File: src/rtl/icc_pkg.sv
// rtl/icc_pkg.sv - shared constants, state encoding and flag remap for icc_branch_unit
// Purpose : Bicc condition codes, flag bit positions for the ALU and icc
//           orderings, FSM state type, and the ALU->icc flag remap helper.
// Ports   : none (package)
package icc_pkg;

  // Bicc cond field values
  localparam logic [3:0] COND_BN   = 4'h0;
  localparam logic [3:0] COND_BE   = 4'h1;
  localparam logic [3:0] COND_BLE  = 4'h2;
  localparam logic [3:0] COND_BL   = 4'h3;
  localparam logic [3:0] COND_BLEU = 4'h4;
  localparam logic [3:0] COND_BCS  = 4'h5;
  localparam logic [3:0] COND_BNEG = 4'h6;
  localparam logic [3:0] COND_BVS  = 4'h7;
  localparam logic [3:0] COND_BA   = 4'h8;
  localparam logic [3:0] COND_BNE  = 4'h9;
  localparam logic [3:0] COND_BG   = 4'hA;
  localparam logic [3:0] COND_BGE  = 4'hB;
  localparam logic [3:0] COND_BGU  = 4'hC;
  localparam logic [3:0] COND_BCC  = 4'hD;
  localparam logic [3:0] COND_BPOS = 4'hE;
  localparam logic [3:0] COND_BVC  = 4'hF;

  // ALU flag vector ordering {Z,N,C,V}
  localparam int ALU_Z = 3;
  localparam int ALU_N = 2;
  localparam int ALU_C = 1;
  localparam int ALU_V = 0;

  // icc ordering {N,Z,V,C}
  localparam int ICC_N = 3;
  localparam int ICC_Z = 2;
  localparam int ICC_V = 1;
  localparam int ICC_C = 0;

  typedef enum logic {
    ST_NORMAL = 1'b0,
    ST_DSLOT  = 1'b1
  } state_t;

  function automatic logic [3:0] alu_to_icc(input logic [3:0] f);
    return {f[ALU_N], f[ALU_Z], f[ALU_V], f[ALU_C]};
  endfunction

endpackage

File: src/rtl/icc_branch_unit_if.sv
// rtl/icc_branch_unit_if.sv - pipeline-side signal bundle for icc_branch_unit
// Purpose : groups the ALU flag capture, branch request and branch result
//           signals. master = EX/decode side, slave = the branch unit.
// Signals : alu_flags, cc_we, stall, br_valid, br_cond, br_annul (to unit)
//           icc, cin, br_taken, annul_ds, dcti_err (from unit)
interface icc_branch_unit_if;
  logic [3:0] alu_flags;
  logic       cc_we;
  logic       stall;
  logic       br_valid;
  logic [3:0] br_cond;
  logic       br_annul;
  logic [3:0] icc;
  logic       cin;
  logic       br_taken;
  logic       annul_ds;
  logic       dcti_err;

  modport master (
    output alu_flags, cc_we, stall, br_valid, br_cond, br_annul,
    input  icc, cin, br_taken, annul_ds, dcti_err
  );

  modport slave (
    input  alu_flags, cc_we, stall, br_valid, br_cond, br_annul,
    output icc, cin, br_taken, annul_ds, dcti_err
  );
endinterface

File: src/rtl/icc_cond_eval.sv
// rtl/icc_cond_eval.sv - combinational SPARC Bicc condition evaluator
// Purpose : truth value of a Bicc cond field against a flag set.
// Ports   : i_flags [3:0] flags in icc order {N,Z,V,C}
//           i_cond  [3:0] Bicc cond field
//           o_true        condition holds
module icc_cond_eval
  import icc_pkg::*;
(
  input  logic [3:0] i_flags,
  input  logic [3:0] i_cond,
  output logic       o_true
);

  logic w_n, w_z, w_v, w_c;
  logic w_base;

  assign w_n = i_flags[ICC_N];
  assign w_z = i_flags[ICC_Z];
  assign w_v = i_flags[ICC_V];
  assign w_c = i_flags[ICC_C];

  // Lower eight conditions; the upper eight are their complements.
  always_comb begin
    w_base = 1'b0;
    case (i_cond[2:0])
      COND_BN[2:0]:   w_base = 1'b0;
      COND_BE[2:0]:   w_base = w_z;
      COND_BLE[2:0]:  w_base = w_z | (w_n ^ w_v);
      COND_BL[2:0]:   w_base = w_n ^ w_v;
      COND_BLEU[2:0]: w_base = w_c | w_z;
      COND_BCS[2:0]:  w_base = w_c;
      COND_BNEG[2:0]: w_base = w_n;
      COND_BVS[2:0]:  w_base = w_v;
      default:        w_base = 1'b0;
    endcase
  end

  assign o_true = w_base ^ i_cond[3];

endmodule

File: src/rtl/icc_branch_unit.sv
// rtl/icc_branch_unit.sv - icc register, Bicc resolver and delay-slot sequencer
// Purpose : captures ALU flags into icc on cc-modifying ops, feeds carry back
//           to the ALU, resolves Bicc conditions and sequences the delay slot
//           (annul and DCTI-couple detection).
// Ports   : clk      rising-edge clock
//           reset_n  synchronous reset, active-low
//           bus      icc_branch_unit_if.slave (flags, branch request, results)
// Params  : FORWARD  1 = same-cycle branch sees incoming ALU flags on cc write
module icc_branch_unit
  import icc_pkg::*;
#(
  parameter bit FORWARD = 1'b1
) (
  input  logic                    clk,
  input  logic                    reset_n,
  icc_branch_unit_if.slave        bus
);

  state_t     r_state;
  logic [3:0] r_icc;
  logic       r_br_taken;
  logic       r_annul_ds;
  logic       r_dcti_err;

  logic [3:0] w_alu_icc;
  logic [3:0] w_eff_flags;
  logic       w_cond;
  logic       w_annul;

  assign w_alu_icc   = alu_to_icc(bus.alu_flags);
  assign w_eff_flags = (FORWARD && bus.cc_we) ? w_alu_icc : r_icc;

  icc_cond_eval u_cond_eval (
    .i_flags (w_eff_flags),
    .i_cond  (bus.br_cond),
    .o_true  (w_cond)
  );

  // BA,a annuls even though taken; any other annulling branch only when untaken.
  assign w_annul = bus.br_annul & (~w_cond | (bus.br_cond == COND_BA));

  always_ff @(posedge clk) begin
    if (!reset_n) begin
      r_state    <= ST_NORMAL;
      r_icc      <= 4'b0000;
      r_br_taken <= 1'b0;
      r_annul_ds <= 1'b0;
      r_dcti_err <= 1'b0;
    end else if (!bus.stall) begin
      if (bus.cc_we) begin
        r_icc <= w_alu_icc;
      end
      case (r_state)
        ST_NORMAL: begin
          r_br_taken <= bus.br_valid & w_cond;
          r_annul_ds <= bus.br_valid & w_annul;
          r_dcti_err <= 1'b0;
          r_state    <= bus.br_valid ? ST_DSLOT : ST_NORMAL;
        end
        ST_DSLOT: begin
          // A branch in the delay slot is a DCTI couple: flagged, not resolved.
          r_br_taken <= 1'b0;
          r_annul_ds <= 1'b0;
          r_dcti_err <= bus.br_valid;
          r_state    <= ST_NORMAL;
        end
        default: begin
          r_br_taken <= 1'b0;
          r_annul_ds <= 1'b0;
          r_dcti_err <= 1'b0;
          r_state    <= ST_NORMAL;
        end
      endcase
    end
  end

  assign bus.icc      = r_icc;
  assign bus.cin      = r_icc[ICC_C];
  assign bus.br_taken = r_br_taken;
  assign bus.annul_ds = r_annul_ds;
  assign bus.dcti_err = r_dcti_err;

endmodule
File: src/flat_wrapper.sv
// flat-port wrapper written by rule: the top's interface ports become plain ports
module icc_branch_unit_flat import icc_pkg::*;
#(
  parameter bit FORWARD = 1'b1
)
  (clk, reset_n, bus_alu_flags, bus_cc_we, bus_stall, bus_br_valid, bus_br_cond, bus_br_annul, bus_icc, bus_cin, bus_br_taken, bus_annul_ds, bus_dcti_err);
  icc_branch_unit_if bus_i ();
  input  logic clk;
  input  logic reset_n;
  input wire logic [$bits(bus_i.alu_flags)-1:0] bus_alu_flags;
  input wire logic [$bits(bus_i.cc_we)-1:0] bus_cc_we;
  input wire logic [$bits(bus_i.stall)-1:0] bus_stall;
  input wire logic [$bits(bus_i.br_valid)-1:0] bus_br_valid;
  input wire logic [$bits(bus_i.br_cond)-1:0] bus_br_cond;
  input wire logic [$bits(bus_i.br_annul)-1:0] bus_br_annul;
  output wire logic [$bits(bus_i.icc)-1:0] bus_icc;
  output wire logic [$bits(bus_i.cin)-1:0] bus_cin;
  output wire logic [$bits(bus_i.br_taken)-1:0] bus_br_taken;
  output wire logic [$bits(bus_i.annul_ds)-1:0] bus_annul_ds;
  output wire logic [$bits(bus_i.dcti_err)-1:0] bus_dcti_err;
  assign bus_i.alu_flags = bus_alu_flags;
  assign bus_i.cc_we = bus_cc_we;
  assign bus_i.stall = bus_stall;
  assign bus_i.br_valid = bus_br_valid;
  assign bus_i.br_cond = bus_br_cond;
  assign bus_i.br_annul = bus_br_annul;
  assign bus_icc = bus_i.icc;
  assign bus_cin = bus_i.cin;
  assign bus_br_taken = bus_i.br_taken;
  assign bus_annul_ds = bus_i.annul_ds;
  assign bus_dcti_err = bus_i.dcti_err;
  icc_branch_unit #(.FORWARD(FORWARD)) u_core (.clk(clk), .reset_n(reset_n), .bus(bus_i));
endmodule
File: config.mk
export PLATFORM = sky130hd
export DESIGN_NAME = icc_branch_unit_flat
export DESIGN_NICKNAME = d
export VERILOG_FILES = /design/src/rtl/icc_pkg.sv /design/src/rtl/icc_branch_unit_if.sv /design/src/rtl/icc_cond_eval.sv /design/src/rtl/icc_branch_unit.sv /design/src/flat_wrapper.sv
export SDC_FILE = /design/constraint.sdc
export NUM_CORES = 1
export LEC_CHECK = 0
export CORE_AREA = 2 2 39 41
export CTS_CLUSTER_SIZE = 25
export DETAILED_ROUTE_END_ITERATION = 10
export DIE_AREA = 0 0 41 43
export DONT_BUFFER_PORTS = 1
export PLACE_DENSITY = 0.55
export SYNTH_ARGS = -nofsm -noshare
export SYNTH_HDL_FRONTEND = slang
export SYNTH_SLANG_ARGS = --single-unit
File: constraint.sdc
create_clock -name clk -period 2.35 [get_ports clk]
set_clock_uncertainty 0.05 [all_clocks]
set_input_delay 0.5875 -clock clk [delete_from_list [all_inputs] [get_ports clk]]
set_output_delay 0.5875 -clock clk [all_outputs]
set_load 0.01 [all_outputs]
* Word-level counts from Yosys, hierarchy flattened
Index checks and enable logic that the tools add are counted.
** Word-level totals
- Register bits after elaboration :: 8
- Word-level logic and storage cells :: 31
- Output and inout port bits :: 8
- Input port bits :: 14
** Operators by class
- Equal/unequal tests :: 8
- Reduce and logical (&&, ||, !) cells :: 1
- Multiplexer cells :: 7
- Bitwise operators :: 10
** Operator list (number)
- $eq A3 B3 Y1 const B :: 4
- $pmux W1 S2 :: 4
- $pmux W1 S8 :: 1
- $eq A3 B2 Y1 const B :: 2
- $eq A4 B4 Y1 const B :: 1
- $mux W4 :: 1
- $and A1 B1 Y1 :: 3
- $eq A3 B1 Y1 const B :: 1
- $logic_not A3 Y1 :: 1
- $or A1 B1 Y1 :: 3
- $not A1 Y1 :: 2
- $xor A1 B1 Y1 :: 2
- $mux W1 :: 1

* Depth between registers and ports, before layout
- Word-level depth :: 10
- Mapped depth :: 6
- Gate-level depth less buffers :: 5

* Cells and area by module
From an unflattened synthesis, not the netlist that was laid out.
** Second synthesis, totals
- Cells, all modules :: 47
- Area total of the unflattened synthesis :: 437.9 µm²
** By module, submodules not included
- icc_branch_unit :: area an instance 366.6 µm², cells an instance 36, sequential area each 160.2 µm², instances 1
- icc_cond_eval :: area an instance 71.3 µm², cells an instance 11, sequential area each 0.0 µm², instances 1

* Worst setup path after synthesis
No wires, ideal clock.
- Kind :: input to register
- From :: in bus_cc_we
- To :: reg u_core.r_annul_ds (netlist: u_core.bus.annul_ds)
- Required time :: 2.185 ns
- Stages :: 6
- Buffers on the path :: 1
- Arrival :: 1.878 ns
- Setup time :: 0.115 ns
- Setup slack :: 0.306 ns
- Cells stage by stage :: buf_6 mux4_2 nand3_2 nand4_4 or3_1 and3_1
** On the way
- Longest elaborated chain between the ends :: 10
- Elaborated cells on any way between the ends :: 11
- Classes of those cells :: 3 x mux; 8 x bitwise
** Ends and longest elaborated chain
- start, declared :: RTL line flat_wrapper.sv:11 : input wire logic [$bits(bus_i.cc_we)-1:0] bus_cc_we;
- $mux W4 * :: RTL line icc_branch_unit.sv:31 : assign w_eff_flags = (FORWARD && bus.cc_we) ? w_alu_icc : r_icc;
- $xor A1 B1 Y1 :: RTL line icc_cond_eval.sv:28, icc_cond_eval.sv:29
- $or A1 B1 Y1 :: RTL line icc_cond_eval.sv:28 : COND_BLE[2:0]: w_base = w_z | (w_n ^ w_v);
- $pmux W1 S8 * :: RTL line icc_cond_eval.sv:25 : case (i_cond[2:0])
- $xor A1 B1 Y1 * :: RTL line icc_cond_eval.sv:38 : assign o_true = w_base ^ i_cond[3];
- $not A1 Y1 * :: RTL line icc_branch_unit.sv:40 : assign w_annul = bus.br_annul & (~w_cond | (bus.br_cond == COND_BA));
- $or A1 B1 Y1 * :: RTL line icc_branch_unit.sv:40
- $and A1 B1 Y1 * :: RTL line icc_branch_unit.sv:40
- $and A1 B1 Y1 * :: RTL line icc_branch_unit.sv:56 : r_annul_ds <= bus.br_valid & w_annul;
- $pmux W1 S2 * :: RTL line icc_branch_unit.sv:53 : case (r_state)
- end signal, assigned :: RTL line icc_branch_unit.sv:56
- end, declared :: RTL line icc_branch_unit.sv:22 : logic r_annul_ds;
Every way passes the cells marked *; elsewhere a longest branch is shown, timed or not.
A chain may end at the register's enable or synchronous reset.

* Worst setup path after layout
- From :: reg u_core.r_icc[1] (netlist: u_core.bus.icc[1])
- To :: reg u_core.r_annul_ds (netlist: u_core.bus.annul_ds)
** On the way
- Longest elaborated chain between the ends :: 10
** Ends and longest elaborated chain
- start, declared :: RTL line icc_branch_unit.sv:20 : logic [3:0] r_icc;
- start signal, assigned :: RTL line icc_branch_unit.sv:51 : r_icc <= w_alu_icc;
- $mux W4 * :: RTL line icc_branch_unit.sv:31
- $xor A1 B1 Y1 :: RTL line icc_cond_eval.sv:28, icc_cond_eval.sv:29
- $or A1 B1 Y1 :: RTL line icc_cond_eval.sv:28
- $pmux W1 S8 * :: RTL line icc_cond_eval.sv:25
- $xor A1 B1 Y1 * :: RTL line icc_cond_eval.sv:38
- $not A1 Y1 * :: RTL line icc_branch_unit.sv:40
- $or A1 B1 Y1 * :: RTL line icc_branch_unit.sv:40
- $and A1 B1 Y1 * :: RTL line icc_branch_unit.sv:40
- $and A1 B1 Y1 * :: RTL line icc_branch_unit.sv:56
- $pmux W1 S2 * :: RTL line icc_branch_unit.sv:53
Marked as above.

==> flow_summary_export.csv <==
group,metric,value,unit
placed_design,port_buffers,0,
yosys,synth_edf_count,0,
yosys,yosysTopAreaCell,"dfxtp_1",
yosys,ys_seq_area_share,30.9,%
yosys,synthFlopType,"dfxtp_1",
floorplanning,start_util,37.4,%
grt,grt_pass1_wl,1.70,mm
placed_design,gp_congestion,0.731,
clocking,ctsHoldBuffers,0,
yosys,netlist_instances,57,
floorplanning,core,1380,um2
clocking,clockBufferDepth,2,
timing,fin_setup_tns,0,ns
final_layout,multiInputGateArea,328,um2
clocking,cts_setup_buffers,0,
pwr,static-leakage-power,0.203,nW
yosys,ys_ff_latch,8,
grt,grt_max_degree,11,
drt,drc,0,
clocking,cts_buffers,3,
yosys,synth-xor-area-share,3.38,%
timing,setup_viol,0,
drt,vias_per_cell,5.78,
yosys,synth-simple-area-share,33.3,%
grt,grt_pass1_vias,407,
timing,setup_slack,0.584,ns
timing,slew_headroom,72.3,%
yosys,synth_top_family_by_area,"simple AND/OR/NAND/NOR gates",
timing,slew_viol_final,0,
timing,worst_pin_slew,0.415,ns
timing,hold_viol,0,
final_layout,diodes,0,
final_layout,register_area,160,um2
floorplanning,die_area,1760,um2
final_layout,syn2layout_area_growth,3.86,%
yosys,netlist_top_cells_count,"8 x dfxtp_1, 6 x mux2i_1, 6 x nor2_1",
worst_setup_path,critical_path_arrival,1.86,ns
grt,antenna_found_initial,0,
floorplanning,die_x,41,um
yosys,synthArstFlopShare,0,%
yosys,synth_top_area_share,30.9,%
yosys,synth_most_common_cell,"dfxtp_1",
pwr,peakVddDrop,0.294,mV
grt,track_usage,14.8,%
worst_setup_path,crit_fanout,4,
floorplanning,num_rows,14,
final_layout,final_nets,73,
pwr,power.density,545,nW/um2
yosys,synth-compound-area-share,10.6,%
worst_setup_path,setup.worst_path.start_class,"flop",
run_status,status,"finished clean",
timing,rsz0062_at_grt,"no",
min_path,holdCritStartpoint,"bus_stall",
yosys,synth_mux_area_share,15.9,%
clocking,cts_resized,0,
drt,ant_nets,0,
final_layout,fin_util,38.9,%
clocking,tritoncts,"yes",
timing,fmax,566,MHz
placed_design,dp.final_hpwl,902,um
floorplanning,pin_count,22,
yosys,synthTopCellsByArea,"dfxtp_1 31%, mux2i_1 12%, mux4_2 4.3%",
worst_setup_path,timing.rr.start,"u_core.bus.icc[1]",
drt,drtIter0Drc,2,
worst_setup_path,critPathKind,"flop to flop",
yosys,ys.warnings.count,0,
yosys,netlist_area,518,um2
drt,dr_total_vias,422,
clocking,path_clk_slew,0.05,ns
clocking,worstSkewPairLatency,0.25,ns
clocking,htreeDepth,1,
clocking,cts.sinks,8,
final_layout,fill_cells,144,
final_layout,layout-drive-gt1-share,10.5,%
flow_run,drv_cap,0,
drt,drt_pass1_iterations,4,
drt,routedWlPerCell,15.2,um
floorplanning,fp.dieH,43,um
worst_setup_path,critPathLaunch,"u_core.bus.icc[1]",
timing,period_needed,1.77,ns
yosys,synth_adder_area_share,0,%
yosys,synth_fp_nets,71,
placed_design,place_ws,0.355,ns
clocking,cts-root-buf,"clkbuf_4",
drt,routed_wl,1.11,mm
yosys,postSynthAreaPerCell,9.09,um2
timing,fin_crit_sh,75.1,%
worst_setup_path,endpoint_kind,"flop",
worst_setup_path,required,2.44,ns
min_path,hold_class,"input pin to flop",
grt,grt_overflow,0,
yosys,synth.distinct_cells,30,
==> per-stage QoR <==
stage                     total power (W)  std cells  hold slack [ns]  instance area [um2]
after global placement           0.000193         70            0.443                  515
after detailed placement         0.000193         70            0.450                  515
final                            0.000293         73            0.420                  538
after floorplan                  0.000193         57            0.424                  518
after global routing             0.000315         73            0.420                  538
after CTS                        0.000301         73            0.411                  538
==> critical path, stage by stage, from the launching register on <==
cell	delay [ns]
dfxtp_1	0.37
mux4_2	0.49
nand3_2	0.11
nand4_4	0.12
or3_1	0.38
and3_1	0.15
==> routing by layer <==
layer  GRT usage, %  vias to the layer above  share of wire [%]
li1               -                      215                  -
met1           16.0                      180                 38
met2           20.6                       22                 44
met3           7.33                        5                 14
met4           12.0                        0                3.8
met5              0                        -                  0
==> sequential cells by signal (all words and copies together), names as in the netlist <==
name                 cells
u_core.bus.br_taken      1
u_core.bus.dcti_err      1
u_core.bus.icc           4
u_core.bus.annul_ds      1
u_core.r_state           1
==> layout by cell type, fill, tap and decap left out, types with 2 or more instances in the layout <==
master,Yosys,routed
a21oi_1,4,4
inv_1,2,2
dfxtp_1,8,8
xor2_1,2,2
nor3b_1,2,2
mux2i_1,6,6
nand2_1,5,5
clkbuf_4,0,3
nor2_1,6,6
==> report_power, final <==
part / internal [W] / switching (W) / total, W
clock network: 0.0000583 / 0.0000450 / 0.000103
registers: 0.000142 / 0.00000856 / 0.000151
logic: 0.0000214 / 0.0000179 / 0.0000393
==> kinds of logic (layout without fill, tap and decap cells) <==
group / count (synthesis) / after routing
mux: 7 / 7
buf+inv: 5 / 5
compound gates: 8 / 8
xor+xnor: 2 / 2
simple gates: 27 / 27
flops: 8 / 8
==> path summary, 6_finish.rpt <==
path | end | slack [ns] | depth (start not counted)
worst max register to register | u_core.bus.annul_ds | 0.58 | 5
worst max-delay path | u_core.bus.annul_ds | 0.58 | 5
worst min register to register | u_core.bus.dcti_err | 0.45 | 2
worst min-delay path | u_core.bus.dcti_err | 0.42 | 2
==> area by class of cell <==
type / instances / area share (%)
Tap cell: 16 / 3.72
Inverter: 2 / 1.40
Clock buffer: 3 / 4.19
Multi-Input combinational cell: 44 / 60.9
Sequential cell: 8 / 29.8
(Power assumes the default switching activity.)
